**src/rtl/md_issue_ctrl_if.sv**
```systemverilog
// md_issue_ctrl_if: bundles the request, multdiv and writeback signals of
// md_issue_ctrl.
//   slave  - view taken by md_issue_ctrl
//   master - view taken by the surrounding pipeline / multdiv / bench
// Signal groups:
//   req_*  pipeline request (valid/ready handshake) plus flush and stall
//   md_*   operands and start pulses to multdiv, result/ready back from it
//   wb_*   one-cycle writeback strobe with captured result
interface md_issue_ctrl_if;
    logic        req_valid;
    logic        req_op;
    logic [31:0] req_a;
    logic [31:0] req_b;
    logic [4:0]  req_rd;
    logic        req_ready;
    logic        stall;
    logic        flush;
    logic [31:0] md_operandA;
    logic [31:0] md_operandB;
    logic        md_ctrl_MULT;
    logic        md_ctrl_DIV;
    logic [31:0] md_result;
    logic        md_exception;
    logic        md_resultRDY;
    logic        wb_valid;
    logic [4:0]  wb_rd;
    logic [31:0] wb_data;
    logic        wb_exception;

    modport slave (
        input  req_valid, req_op, req_a, req_b, req_rd, flush,
        input  md_result, md_exception, md_resultRDY,
        output req_ready, stall, md_operandA, md_operandB, md_ctrl_MULT, md_ctrl_DIV,
        output wb_valid, wb_rd, wb_data, wb_exception
    );

    modport master (
        output req_valid, req_op, req_a, req_b, req_rd, flush,
        output md_result, md_exception, md_resultRDY,
        input  req_ready, stall, md_operandA, md_operandB, md_ctrl_MULT, md_ctrl_DIV,
        input  wb_valid, wb_rd, wb_data, wb_exception
    );
endinterface

```
**src/rtl/md_issue_ctrl.sv**
```systemverilog
// md_issue_ctrl: issue/sequencing stage in front of the multdiv unit.
// Accepts one multiply/divide request, holds operands stable for multdiv,
// fires a single-cycle MULT/DIV start pulse, stalls the pipeline until
// multdiv reports ready, then strobes the captured result to writeback for
// one cycle.
// Ports:
//   clock    rising-edge clock
//   reset_n  asynchronous active-low reset
//   bus      md_issue_ctrl_if.slave (request, multdiv and writeback groups)
// Parameters:
//   TIMEOUT  WAIT cycle limit, 2..255; only used when MD_TIMEOUT_EN is defined
// Build option:
//   MD_TIMEOUT_EN  adds an 8-bit WAIT counter; on expiry the operation ends
//                  with wb_exception=1, wb_data=0.
module md_issue_ctrl #(
    parameter int TIMEOUT = 64
) (
    input  logic            clock,
    input  logic            reset_n,
    md_issue_ctrl_if.slave  bus
);
    typedef enum logic [1:0] {IDLE, START, WAIT, DONE} state_e;

    state_e      state_q, state_d;
    logic [31:0] opa_q, opa_d;
    logic [31:0] opb_q, opb_d;
    logic [4:0]  rd_q, rd_d;
    logic        mult_q, mult_d;
    logic        div_q, div_d;
    logic        stall_q, stall_d;
    logic        wb_valid_q, wb_valid_d;
    logic [31:0] wb_data_q, wb_data_d;
    logic [4:0]  wb_rd_q, wb_rd_d;
    logic        wb_exc_q, wb_exc_d;

`ifdef MD_TIMEOUT_EN
    localparam logic [7:0] TO_LAST = 8'(TIMEOUT - 1);
    logic [7:0]  cnt_q, cnt_d;
`else
    // Without the timeout counter TIMEOUT has no effect; this empty block
    // only flags an out-of-range value in elaborated hierarchies.
    if (TIMEOUT < 2 || TIMEOUT > 255) begin : g_timeout_out_of_range
    end
`endif

    always_comb begin
        state_d    = state_q;
        opa_d      = opa_q;
        opb_d      = opb_q;
        rd_d       = rd_q;
        mult_d     = 1'b0;
        div_d      = 1'b0;
        stall_d    = stall_q;
        wb_valid_d = 1'b0;
        wb_data_d  = wb_data_q;
        wb_rd_d    = wb_rd_q;
        wb_exc_d   = wb_exc_q;
`ifdef MD_TIMEOUT_EN
        cnt_d      = cnt_q;
`endif
        unique case (state_q)
            IDLE: begin
                // flush blocks a simultaneous request
                if (bus.req_valid && !bus.flush) begin
                    opa_d   = bus.req_a;
                    opb_d   = bus.req_b;
                    rd_d    = bus.req_rd;
                    // op is consumed directly into the start-pulse flops
                    mult_d  = ~bus.req_op;
                    div_d   = bus.req_op;
                    stall_d = 1'b1;
                    state_d = START;
                end
            end
            START: begin
                // md_resultRDY may still be high from the previous op: ignore it
                if (bus.flush) begin
                    stall_d = 1'b0;
                    state_d = IDLE;
                end else begin
                    state_d = WAIT;
                end
`ifdef MD_TIMEOUT_EN
                cnt_d = '0;
`endif
            end
            WAIT: begin
                if (bus.flush) begin
                    stall_d = 1'b0;
                    state_d = IDLE;
                end else if (bus.md_resultRDY) begin
                    wb_data_d  = bus.md_result;
                    wb_exc_d   = bus.md_exception;
                    wb_rd_d    = rd_q;
                    wb_valid_d = 1'b1;
                    state_d    = DONE;
                end
`ifdef MD_TIMEOUT_EN
                else if (cnt_q == TO_LAST) begin
                    wb_data_d  = '0;
                    wb_exc_d   = 1'b1;
                    wb_rd_d    = rd_q;
                    wb_valid_d = 1'b1;
                    state_d    = DONE;
                end else begin
                    cnt_d = cnt_q + 8'd1;
                end
`endif
            end
            DONE: begin
                stall_d = 1'b0;
                state_d = IDLE;
            end
            default: state_d = IDLE;
        endcase
    end

    always_ff @(posedge clock or negedge reset_n) begin
        if (!reset_n) begin
            state_q    <= IDLE;
            opa_q      <= '0;
            opb_q      <= '0;
            rd_q       <= '0;
            mult_q     <= 1'b0;
            div_q      <= 1'b0;
            stall_q    <= 1'b0;
            wb_valid_q <= 1'b0;
            wb_data_q  <= '0;
            wb_rd_q    <= '0;
            wb_exc_q   <= 1'b0;
`ifdef MD_TIMEOUT_EN
            cnt_q      <= '0;
`endif
        end else begin
            state_q    <= state_d;
            opa_q      <= opa_d;
            opb_q      <= opb_d;
            rd_q       <= rd_d;
            mult_q     <= mult_d;
            div_q      <= div_d;
            stall_q    <= stall_d;
            wb_valid_q <= wb_valid_d;
            wb_data_q  <= wb_data_d;
            wb_rd_q    <= wb_rd_d;
            wb_exc_q   <= wb_exc_d;
`ifdef MD_TIMEOUT_EN
            cnt_q      <= cnt_d;
`endif
        end
    end

    assign bus.req_ready    = (state_q == IDLE);
    assign bus.stall        = stall_q;
    assign bus.md_operandA  = opa_q;
    assign bus.md_operandB  = opb_q;
    assign bus.md_ctrl_MULT = mult_q;
    assign bus.md_ctrl_DIV  = div_q;
    // A flush arriving during DONE must still cancel the strobe in that same
    // cycle, so the registered strobe is gated by the live flush.
    assign bus.wb_valid     = wb_valid_q & ~bus.flush;
    assign bus.wb_rd        = wb_rd_q;
    assign bus.wb_data      = wb_data_q;
    assign bus.wb_exception = wb_exc_q;
endmodule

```
**src/flat_wrapper.sv**
```systemverilog
// flat-port wrapper written by rule: the top's interface ports become plain ports
module md_issue_ctrl_flat 
#(
    parameter int TIMEOUT = 64
)
  (clock, reset_n, bus_req_valid, bus_req_op, bus_req_a, bus_req_b, bus_req_rd, bus_flush, bus_md_result, bus_md_exception, bus_md_resultRDY, bus_req_ready, bus_stall, bus_md_operandA, bus_md_operandB, bus_md_ctrl_MULT, bus_md_ctrl_DIV, bus_wb_valid, bus_wb_rd, bus_wb_data, bus_wb_exception);
  md_issue_ctrl_if bus_i ();
  input  logic clock;
  input  logic reset_n;
  input wire logic [$bits(bus_i.req_valid)-1:0] bus_req_valid;
  input wire logic [$bits(bus_i.req_op)-1:0] bus_req_op;
  input wire logic [$bits(bus_i.req_a)-1:0] bus_req_a;
  input wire logic [$bits(bus_i.req_b)-1:0] bus_req_b;
  input wire logic [$bits(bus_i.req_rd)-1:0] bus_req_rd;
  input wire logic [$bits(bus_i.flush)-1:0] bus_flush;
  input wire logic [$bits(bus_i.md_result)-1:0] bus_md_result;
  input wire logic [$bits(bus_i.md_exception)-1:0] bus_md_exception;
  input wire logic [$bits(bus_i.md_resultRDY)-1:0] bus_md_resultRDY;
  output wire logic [$bits(bus_i.req_ready)-1:0] bus_req_ready;
  output wire logic [$bits(bus_i.stall)-1:0] bus_stall;
  output wire logic [$bits(bus_i.md_operandA)-1:0] bus_md_operandA;
  output wire logic [$bits(bus_i.md_operandB)-1:0] bus_md_operandB;
  output wire logic [$bits(bus_i.md_ctrl_MULT)-1:0] bus_md_ctrl_MULT;
  output wire logic [$bits(bus_i.md_ctrl_DIV)-1:0] bus_md_ctrl_DIV;
  output wire logic [$bits(bus_i.wb_valid)-1:0] bus_wb_valid;
  output wire logic [$bits(bus_i.wb_rd)-1:0] bus_wb_rd;
  output wire logic [$bits(bus_i.wb_data)-1:0] bus_wb_data;
  output wire logic [$bits(bus_i.wb_exception)-1:0] bus_wb_exception;
  assign bus_i.req_valid = bus_req_valid;
  assign bus_i.req_op = bus_req_op;
  assign bus_i.req_a = bus_req_a;
  assign bus_i.req_b = bus_req_b;
  assign bus_i.req_rd = bus_req_rd;
  assign bus_i.flush = bus_flush;
  assign bus_i.md_result = bus_md_result;
  assign bus_i.md_exception = bus_md_exception;
  assign bus_i.md_resultRDY = bus_md_resultRDY;
  assign bus_req_ready = bus_i.req_ready;
  assign bus_stall = bus_i.stall;
  assign bus_md_operandA = bus_i.md_operandA;
  assign bus_md_operandB = bus_i.md_operandB;
  assign bus_md_ctrl_MULT = bus_i.md_ctrl_MULT;
  assign bus_md_ctrl_DIV = bus_i.md_ctrl_DIV;
  assign bus_wb_valid = bus_i.wb_valid;
  assign bus_wb_rd = bus_i.wb_rd;
  assign bus_wb_data = bus_i.wb_data;
  assign bus_wb_exception = bus_i.wb_exception;
  md_issue_ctrl #(.TIMEOUT(TIMEOUT)) u_core (.clock(clock), .reset_n(reset_n), .bus(bus_i));
endmodule
```
**config.mk**
```make
export PLATFORM = sky130hd
export DESIGN_NAME = md_issue_ctrl_flat
export DESIGN_NICKNAME = d
export VERILOG_FILES = /design/src/rtl/md_issue_ctrl_if.sv /design/src/rtl/md_issue_ctrl.sv /design/src/flat_wrapper.sv
export SDC_FILE = /design/constraint.sdc
export NUM_CORES = 1
export LEC_CHECK = 0
export CAP_MARGIN = 0
export CORE_UTILIZATION = 30
export DETAILED_ROUTE_END_ITERATION = 8
export PLACE_DENSITY_LB_ADDON = 0.05
export SKIP_LAST_GASP = 1
export SLEW_MARGIN = 20
export SYNTH_ARGS = -nofsm -noshare
export SYNTH_HDL_FRONTEND = slang
export SYNTH_SLANG_ARGS = --single-unit
```
**constraint.sdc**
```tcl
create_clock -name clock -period 3.24 [get_ports clock]
set_input_delay 0.486 -clock clock [delete_from_list [all_inputs] [get_ports clock]]
set_output_delay 0.486 -clock clock [all_outputs]
set_load 0.03 [all_outputs]
```
# ---- Word-level counts from Yosys, hierarchy flattened
# Cells that the tools add are included.
# Widths: inputs -> output; s select.
dict set report op_classes {
  n_bitwise 3
  addsub 0
  n_reduce_logical 8
  n_mux 15
  mul 0
  magnitude_cmp 0
  shifts 0
  n_eq_ne 6
  n_div 0
}
# op count
set ops {}
lappend ops {{$mux 1} 9}
lappend ops {{$mux 2} 4}
lappend ops {{$pmux 2 s4} 1}
lappend ops {{$reduce_and 2->1} 3}
lappend ops {{$eq 2x2->1 const B} 2}
lappend ops {{$ne 2x1->1 const B} 2}
lappend ops {{$ne 3x3->1 const B} 1}
lappend ops {{$pmux 1 s3} 1}
lappend ops {{$reduce_and 3->1} 1}
lappend ops {{$eq 2x1->1 const B} 1}
lappend ops {{$logic_not 2->1} 1}
lappend ops {{$not 1->1} 2}
lappend ops {{$reduce_or 2->1} 1}
lappend ops {{$and 1x1->1} 1}
lappend ops {{$logic_and 1x1->1} 1}
lappend ops {{$logic_not 1->1} 1}
dict set report word_totals {
  mem_bits_ro 0
  word_cells 43
  memories 0
  latch_bits 0
  ramBits 0
  inputBits 108
  regBits 113
  output_inout_bits 107
}

# ---- Depth between registers and ports, before layout
# Gate-level depths: netlist of run 1.
dict set report logic_depth {
  ltp_word 4
  mapped_depth 7
  depth_no_buf 5
}

# ---- Worst setup path before layout of run 1
# OpenSTA, ideal clock, no wires.
dict set report synth_path {
  kind {reg-to-reg}
  from {reg u_core.state_q[0]}
  to {reg u_core.opa_q[0] (netlist: u_core.bus.md_operandA[0])}
  setup_ns 0.125
  stages_incl_launch_ff 7
  arrival_time_ns 1.606
  setup_slack_ns 1.509
  path_cell_list {dfrtp_1 > inv_1 > ha_1 > nand3b_1 > buf_4 > buf_6 > mux2_4}
}
dict set report synth_via {
  elab_chain_len 2
}
# item line
set synth_rtl {}
lappend synth_rtl {{from (decl)} md_issue_ctrl.sv:24} ;# state_e state_q, state_d;
lappend synth_rtl {{from (signal assigned)} md_issue_ctrl.sv:135} ;# state_q <= state_d;
lappend synth_rtl {{$logic_not 2->1} n/a}
lappend synth_rtl {{via bus_req_ready} flat_wrapper.sv:19} ;# output wire logic [$bits(bus_i.req_ready)-1:0] bus_req_ready;
lappend synth_rtl {{$reduce_and 2->1 (no source line)} n/a}
lappend synth_rtl {{to (signal assigned)} md_issue_ctrl.sv:136} ;# opa_q <= opa_d;
lappend synth_rtl {{to (decl)} md_issue_ctrl.sv:25} ;# logic [31:0] opa_q, opa_d;
# The timed path passes the listed nets, and every way through them passes these cells.
# A chain may end at the register's enable or synchronous reset.

# ---- Final worst setup path of run 1
dict set report layout_path {
  from {reg u_core.state_q[0]}
  to {out bus_req_ready}
}
dict set report layout_via {
  elab_chain_len 1
}
# item line
set layout_rtl {}
lappend layout_rtl {{$logic_not 2->1} md_issue_ctrl.sv:152} ;# assign bus.req_ready = (state_q == IDLE);
lappend layout_rtl {{to (decl)} flat_wrapper.sv:19}
# No other way between the ends.

==> results of run 1 <==
-- sequential cells by signal, indices dropped and copies added (netlist names) --
name and cells:
u_core.rd_q 5, u_core.bus.md_ctrl_DIV 1, u_core.bus.stall 1, u_core.bus.md_ctrl_MULT 1, u_core.bus.md_operandA 32, u_core.bus.wb_exception 1, u_core.bus.wb_data 32, u_core.state_q 2
u_core.bus.md_operandB 32, u_core.bus.wb_rd 5, u_core.wb_valid_q 1
-- kinds of logic (layout without fill, tap and decap cells) --
family,count (synthesis),after routing,synth area share
simple gates,8,8,0.0111
flops,113,113,0.613
compound gates,6,6,0.0109
mux,108,108,0.326
buf+inv,18,255,0.0307
fa+ha+maj,3,3,0.00814
-- through the flow --
step / utilization / total power, mW / instance area [sq um] / hold WS [ps] / cells
2_1_floorplan: - / 4.98 / 4610 / 190 / 256
3_3_place_gp: 0.469 / 6.65 / 6920 / 486 / 645
3_5_place_dp: 0.469 / 6.68 / 6920 / 492 / 645
4_1_cts: 0.515 / 8.84 / 7590 / 180 / 677
5_1_grt: 0.515 / 9.14 / 7590 / 193 / 677
6_report: 0.515 / 8.72 / 7590 / 137 / 677
-- how the worst max path moves through the flow --
stage | from | endpoint | slack, ps | cells after the start
4_1_cts | u_core.state_q[0] | bus_req_ready | 810 | 3
6_report | u_core.state_q[0] | bus_req_ready | 840 | 3
3_5_place_dp | bus_flush | bus_wb_valid | 860 | 3
5_1_grt | u_core.state_q[0] | bus_req_ready | 710 | 3
3_3_place_gp | bus_flush | bus_wb_valid | 860 | 3
2_1_floorplan | u_core.state_q[0] | u_core.bus.md_operandA[0] | 1510 | 6
-- cell type report --
cell class | count | area (sq um)
Clock inverter | 10 | 178
Inverter | 6 | 22.5
Multi-Input combinational cell | 125 | 1640
Sequential cell | 113 | 2830
Clock buffer | 22 | 494
Timing Repair Buffer | 217 | 2200
Fill cell | 1258 | 7160
Tap cell | 184 | 230
-- synth_stat cells --
master     instances
mux2_4            77
nand2_2            1
mux2i_1            1
nor2b_1            1
o2bb2ai_1          1
o32ai_1            1
o22a_1             1
a221oi_1           1
inv_1              6
nor2b_4            1
mux2_2            30
buf_4              1
buf_2              2
dfrtp_1          113
nand3b_1           1
nand2_1            1
nor2_1             2
ha_1               3
buf_6              9
o21bai_1           1
a22oi_1            1
nand2b_1           1
-- worst reg2reg max path: cells and delay by family (launching register included) --
kind          cells  cell delay, ps
mux               1             540
simple gates      1             160
buf+inv           2             450
fa+ha+maj         1             290
flops             1             370
-- power by group through the flow --
stage,combinational [mW],sequential [mW],clock (mW)
6_report,4.16,2.47,2.09
5_1_grt,4.35,2.57,2.22
3_3_place_gp,4.18,2.47,0
2_1_floorplan,1.21,3.77,0
4_1_cts,4.21,2.48,2.15
3_5_place_dp,4.20,2.48,0
-- per-layer routing --
layer,track usage,vias up
li1,-,1339
met2,0.223,127
met4,0.0659,0
met5,0,-
met3,0.0714,15
met1,0.173,1437
==> flow_summary.ini, run 1 <==
[layout]
syn2layout_area_growth_pct = 64.7
antenna_cells = 0
final_cell_mix = clkdlybuf4s50_1 (213), dfrtp_1 (113), mux2_4 (77), mux2_2 (30), clkbuf_16 (17)
drive_gt1_frac = 0.294
layout.cells.most_common = clkdlybuf4s50_1
fin_nets = 591

[clock_tree]
clkLatencyLatePin_ps = 410
htree_num_levels = 4
cts_tree = built
cts_buffer_depth = 2
cts-hold-fix-buffers = 0
clk_pin_slew_worst_paths_ps = 50
postCtsSetupBuffers = 0
clock-sinks = 113
cts_buffers = 17
root_buffer = clkbuf_16
cts-resized-gates = 0

[synth]
synth_top_area_share = 0.613
synthCells = 256
syn_area_per_cell_sq_um = 18.0
yosys_register_bits = 113
netlist_area_sq_um = 4610
yosysTopAreaCell = dfrtp_1
ys_seq_area_frac = 0.613
synth.net_count = 367
synth_area_leaders = dfrtp_1 (61%), mux2_4 (25%), mux2_2 (7.3%)
yosysWarnings = 0
yosys.cell_types.count = 22

[timing]
fmax_ghz = 0.417
rsz0062_at_grt = no
fin_crit_ps = 2400
tightest_slew_ps = 627
finClkSkew_ps = 6.56
setup_viol = 0
fin_tns_setup_ps = 0
report.final.slew_viol_count = 0
finalWorstSetupSlack_ps = 842
hold_viol = 0
fin_crit_sh = 0.740
maxSlewHeadroom = 0.582

[die]
die_x_microns = 126
start_util = 0.313
coreArea_sq_um = 14800
dieArea_sq_um = 15900
fp-row-count = 44
io_pins = 215
die_h_microns = 126

[detailed_routing]
routed_wirelength_mm = 10.5
vias_per_cell = 4.31
dr_wl_met3_microns = 957
wl_met2_mm = 4.96
highest_layer = met4
first_pass_iters = 4
wire_per_inst_microns = 15.5
drtIter0Drc = 99
ant_nets = 0
dr_total_vias = 2918
wl_met1_mm = 4.42
drc = 0

[setup_path]
cp_slowest_stage_delay_ps = 730
start_kind = flop
crit_family = buffers and inverters
ff2ff_setup_slack_ps = 1310
rr_worst_depth = 5
cp_slowest_cell = clkdlybuf4s50_1
end_kind = primary output
worst-path-buf-inv = 2
critical_path.max_fanout = 7
rr_startpoint = u_core.state_q[0]
crit_chain = inv_1, ha_1, clkdlybuf4s50_1
worstPathRequired_ps = 2750
crit_type = flop to primary output
cp.arrival_ps = 1910
timing.rr.end = u_core.bus.md_operandA[27]

[global_route]
grt_overflow_total = 0
grt_max_degree = 114
antenna_found_initial = 0
grtUsageTotal = 0.146
grt_pass1_vias = 3249
grt_pass1_wl_mm = 17.3

[pwr]
switching_share = 0.347
power_density_nw_per_um2 = 1150
peakVddDrop_v = 0.000666
power.switching_mw = 3.03
p_int_mw = 5.69
pwr-share-clk = 0.240
leakagePower_nw = 3.52
seq_power_share = 0.283
pwr-share-comb = 0.477

[placed_design]
place.gp.congestion = 0.682
dp_slack_ps = 864
dpl.hpwl_mm = 7.15
io_buffers = 214

[run_status]
status = complete, no violations

[worst_hold_path]
hp-class = primary input to async pin

[job]
drv_cap = 0
Power figures use the tool's default switching activity.
==> inputs of run 2 (changes only) <==
clock period = 2.05 ns   (was 3.24 ns; I/O delays follow)
==> run 2 against run 1 <==
  * Total power is 58% higher
  * Via count shrank 0.31%
  * Worst setup slack worse by 600 ps
  * Sequential power rose by 59%
  * Non-clock buffer count grew 9
  * Largest cell class unchanged
==> flow_summary.ini, run 2 (synthesized netlist as in run 1, its figures left out) <==
[setup_path]
cp_slowest_cell = dlygate4sd2_1
crit_family = buffers and inverters
crit_type = flop to primary output
start_kind = flop
cp_slowest_stage_delay_ps = 420
rr_worst_depth = 6
crit_end = bus_req_ready
ff2ff_setup_slack_ps = 400
cp.arrival_ps = 1500
crit_chain = inv_1, ha_1, dlygate4sd2_1
rr_startpoint = u_core.state_q[0]
cp-startpoint = u_core.state_q[0]
cp.depth = 3
worst-path-buf-inv = 2
timing.rr.end = u_core.bus.wb_data[19]
end_kind = primary output
critical_path.max_fanout = 3
worstPathRequired_ps = 1740

[die]
die_x_microns = 126
start_util = 0.313
io_pins = 215
coreArea_sq_um = 14800
dieArea_sq_um = 15900
die_h_microns = 126
fp-row-count = 44

[layout]
syn2layout_area_growth_pct = 67.1
antenna_cells = 0
drive_gt1_frac = 0.305
final_cell_mix = clkdlybuf4s50_1 (211), dfrtp_1 (113), mux2_4 (77), mux2_2 (30), clkbuf_16 (17)
layout.cells.most_common = clkdlybuf4s50_1
fin_nets = 600
stdcell_area_sq_um = 7700

[detailed_routing]
wire_per_inst_microns = 15.5
first_pass_iters = 4
dr_total_vias = 2909
vias_per_cell = 4.24
drtIter0Drc = 88
routed_wirelength_mm = 10.6
ant_nets = 0
drc = 0

[placed_design]
placed_cell_area_sq_um = 7040
dp_slack_ps = 58.8
place.gp.congestion = 0.725
dpl.hpwl_mm = 7.56
io_buffers = 214

[clock_tree]
clk_pin_slew_worst_paths_ps = 60
htree_num_levels = 4
cts_buffers = 17
clkLatencyLatePin_ps = 400
cts_buffer_depth = 2
root_buffer = clkbuf_16
clock-sinks = 113
cts_tree = built

[pwr]
leakagePower_nw = 3.58
power_density_nw_per_um2 = 1790
peakVddDrop_v = 0.000972

[timing]
tightest_slew_ps = 357
report.final.slew_viol_count = 0
fmax_ghz = 0.554
hold-worst-slack_ps = 348
hold_viol = 0
fin_crit_ps = 1810
fin_tns_setup_ps = 0
fin_crit_sh = 0.881
finClkSkew_ps = 6.80
maxSlewHeadroom = 0.761
finalWorstSetupSlack_ps = 244
rsz0062_at_grt = no
setup_viol = 0

[global_route]
grtUsageTotal = 0.144
grt_pass1_wl_mm = 17.2
grt_pass1_vias = 3281
met1_usage = 0.174
antenna_found_initial = 0
grt_overflow_total = 0
top_usage_layer = met2
grt_use_met3 = 0.0714
grt.met2_usage = 0.223
grt_max_degree = 48

[worst_hold_path]
hp-class = primary input to async pin

[job]
drv_cap = 0

[run_status]
status = complete, no violations
run 2: changes by cell type in the layout (fill, tap and decap cells not counted), sizes merged:
cell           change
buf                +9
clkdlybuf4s50      -2
clkbuf             -1
clkinv             +1
dlygate4sd2        +1
dlygate4sd3        +1
run 2: final cells by class:
type,instances,area [sq um]
tap,184,230
sequential,113,2830
timing repair buffer,226,2330
multi-input combinational,125,1640
inverter,6,22.5
clock inverter,11,183
clock buffer,21,470
fill,1243,7050
run 2: report_power, final:
| part | leakage [nW] | switching, mW | internal, mW | total (mW) |
|---|---|---|---|---|
| sequential | 1.38 | 0.586 | 3.34 | 3.92 |
| combinational | 1.88 | 3.23 | 3.42 | 6.65 |
| clock | 0.323 | 0.985 | 2.24 | 3.23 |
run 2: how the worst min path moves through the flow:
stage	slack (ps)	depth (start not counted)	endpoint	from
floorplan	10	0	u_core.bus.md_ctrl_DIV	reset_n
global placement	220	1	u_core.bus.md_operandB[30]	reset_n
detailed placement	230	1	u_core.bus.md_operandB[30]	reset_n
CTS	320	2	u_core.bus.md_operandB[30]	reset_n
global route	360	2	u_core.bus.md_operandB[30]	reset_n
finish	350	2	u_core.bus.md_operandB[30]	reset_n
run 2: repair_timing:
item                                    CTS  global route
setup buffers                             0             0
endpoints found under the setup margin    1             0
gates resized for setup                   1             0
hold buffers                              1             0
hold endpoints to repair                 20             0
run 2: metal layers:
layer	routed length (microns)	vias to the layer above	share of wire
met4	84	0	0.0079
li1	-	1364	-
met2	5050	123	0.48
met5	0	-	0
met3	829	7	0.078
met1	4660	1415	0.44
run 2: per-stage QoR:
step | instances | utilization | power, mW
final | 686 | 0.522 | 13.8
after detailed placement | 653 | 0.477 | 10.7
after CTS | 686 | 0.522 | 14.0
after floorplan | 256 | - | 7.87
after global routing | 686 | 0.522 | 14.5
after global placement | 653 | 0.477 | 10.6
run 2: worst register-to-register path, cell delays in order (launching register included):
cell and delay (ps):
dfrtp_1 370, inv_1 70, ha_1 240, nor2b_4 150, nand2_2 90, buf_12 240
mux2_2 370
==> inputs of run 3 (changes only) <==
clock period = 1.6 ns   (was 2.05 ns; I/O delays follow)
==> run 3 against run 2 <==
  * Core utilization grew 0.051 points
  * Clock power grew 5%
  * Via count grew 4.7%
  * Clock skew shrank 1.2 ps
  * Register-to-register slack lost 370 ps
  * Final cell count grew 2.6%
  * Non-clock buffer count grew 19
  * Wire length grew 6.6%
  * Sequential share of layout area is essentially flat
  * First-iteration DRC count shrank 15%
  * Global-route usage grew 0.45 points
  * Critical path depth grew 4
  * Largest cell class unchanged
  * Highest routed layer unchanged
==> flow_summary.ini, run 3 (synthesized netlist as in run 1, its figures left out) <==
[run_status]
status = complete, no violations

[timing]
hold_viol = 0
fin_tns_setup_ps = 0
fin_crit_ps = 1570
setup_viol = 0
fin_crit_sh = 0.980
hold-worst-slack_ps = 272
finalWorstSetupSlack_ps = 32.6
report.final.slew_viol_count = 0
rsz0062_at_grt = yes
finClkSkew_ps = 5.62
tightest_slew_ps = 365
fmax_ghz = 0.638
maxSlewHeadroom = 0.758

[die]
die_h_microns = 126
die_x_microns = 126
dieArea_sq_um = 15900
io_pins = 215
start_util = 0.313
fp-row-count = 44
coreArea_sq_um = 14800

[clock_tree]
cts_buffer_depth = 2
cts_buffers = 17
cts_tree = built
htree_num_levels = 4
root_buffer = clkbuf_16
clk_pin_slew_worst_paths_ps = 50
clock-sinks = 113
clkLatencyLatePin_ps = 410

[setup_path]
worstPathRequired_ps = 1890
start_kind = flop
ff2ff_setup_slack_ps = 30
timing.rr.end = u_core.bus.md_operandA[18]
crit_type = flop to flop
cp.arrival_ps = 1850
rr_startpoint = u_core.state_q[0]
end_kind = flop
rr_worst_depth = 7
critical_path.max_fanout = 6

[layout]
fin_util = 0.523
antenna_cells = 0
final_cell_mix = dfrtp_1 (113), clkdlybuf4s50_1 (106), dlygate4sd2_1 (105), mux2_4 (77), mux2_2 (30)
layout.cells.most_common = dfrtp_1
fillers = 1300
drive_gt1_frac = 0.331
syn2layout_area_growth_pct = 67.2
fin_nets = 619

[pwr]
power_density_nw_per_um2 = 2110
seq_power_share = 0.308
pwr-share-clk = 0.209
pwr-share-comb = 0.484
switching_share = 0.379
leakagePower_nw = 3.89
p_int_mw = 10.1
power.switching_mw = 6.15
peakVddDrop_v = 0.000870

[detailed_routing]
wire_per_inst_microns = 16.1
dr_total_vias = 3047
drtIter0Drc = 75
first_pass_iters = 4
routed_wirelength_mm = 11.3
vias_per_cell = 4.33
ant_nets = 0
drc = 0

[global_route]
antenna_found_initial = 0
grt_pass1_wl_mm = 17.7
grtUsageTotal = 0.148
grt_pass1_vias = 3270
grt_max_degree = 46
grt_overflow_total = 0

[placed_design]
dp_slack_ps = -195
dpl.hpwl_mm = 8.00
place.gp.congestion = 0.681
io_buffers = 214

[job]
drv_cap = 0

[worst_hold_path]
hp-class = primary input to async pin
## run 3: repair_timing
| action | CTS | global route |
|---|---|---|
| hold endpoints to repair | 19 | 0 |
| endpoints found under the setup margin | 114 | 82 |
| hold buffers | 1 | 0 |
| cloned | 0 | 4 |
| setup buffers | 1 | 1 |
| gates resized for setup | 107 | 4 |
## run 3: worst max path at each step
stage / to / from / cells after the start / slack [ps]
finish: u_core.bus.md_operandA[18] / u_core.state_q[0] / 7 / 30
detailed placement: u_core.bus.md_operandB[28] / bus_flush / 5 / -190
global route: u_core.bus.md_operandA[20] / u_core.state_q[0] / 7 / -10
CTS: u_core.bus.md_operandA[10] / u_core.state_q[1] / 6 / 10
floorplan: u_core.bus.md_operandA[0] / u_core.state_q[0] / 6 / -8
global placement: u_core.bus.md_operandB[20] / bus_flush / 5 / -160
## run 3: layer usage
layer  vias up  global-route usage  share of wire
li1       1404                   -              -
met1      1496               0.177           0.43
met2       131               0.224           0.47
met3        16              0.0705          0.091
met4         0              0.0744          0.014
met5         -                   0              0
## run 3: power by group through the flow
stage               clock network, mW  logic (mW)  registers, mW
floorplan                           0        2.46           7.64
global placement                    0        8.66           5.05
detailed placement                  0        8.74           5.06
CTS                              3.51        7.84           5.01
global route                     3.65        8.25           5.20
finish                           3.39        7.85           4.99
## run 3: cell type report
cell class / instances / area [sq um] / share of cell area
clock buffers: 26 / 509 / 0.0660
clock inverters: 5 / 27.5 / 0.00357
inverters: 6 / 22.5 / 0.00292
multi-input cells: 125 / 1650 / 0.214
flip-flops and latches: 113 / 2830 / 0.367
well taps: 184 / 230 / 0.0299
repair buffers: 245 / 2440 / 0.317
## run 3: worst max-delay path: stages, from the launching register on
cell and delay, ps:
dfrtp_1 390, inv_2 70, ha_2 170, nand3b_1 90, buf_6 140, buf_12 140
clkbuf_16 160, mux2_4 290
## run 3: metrics by stage
stage,total power [mW],std cells,cell area [sq um]
4_1_cts,16.4,699,7590
3_5_place_dp,13.8,666,7170
2_1_floorplan,10.1,256,4610
3_3_place_gp,13.7,666,7170
6_report,16.2,704,7710
5_1_grt,17.1,704,7710
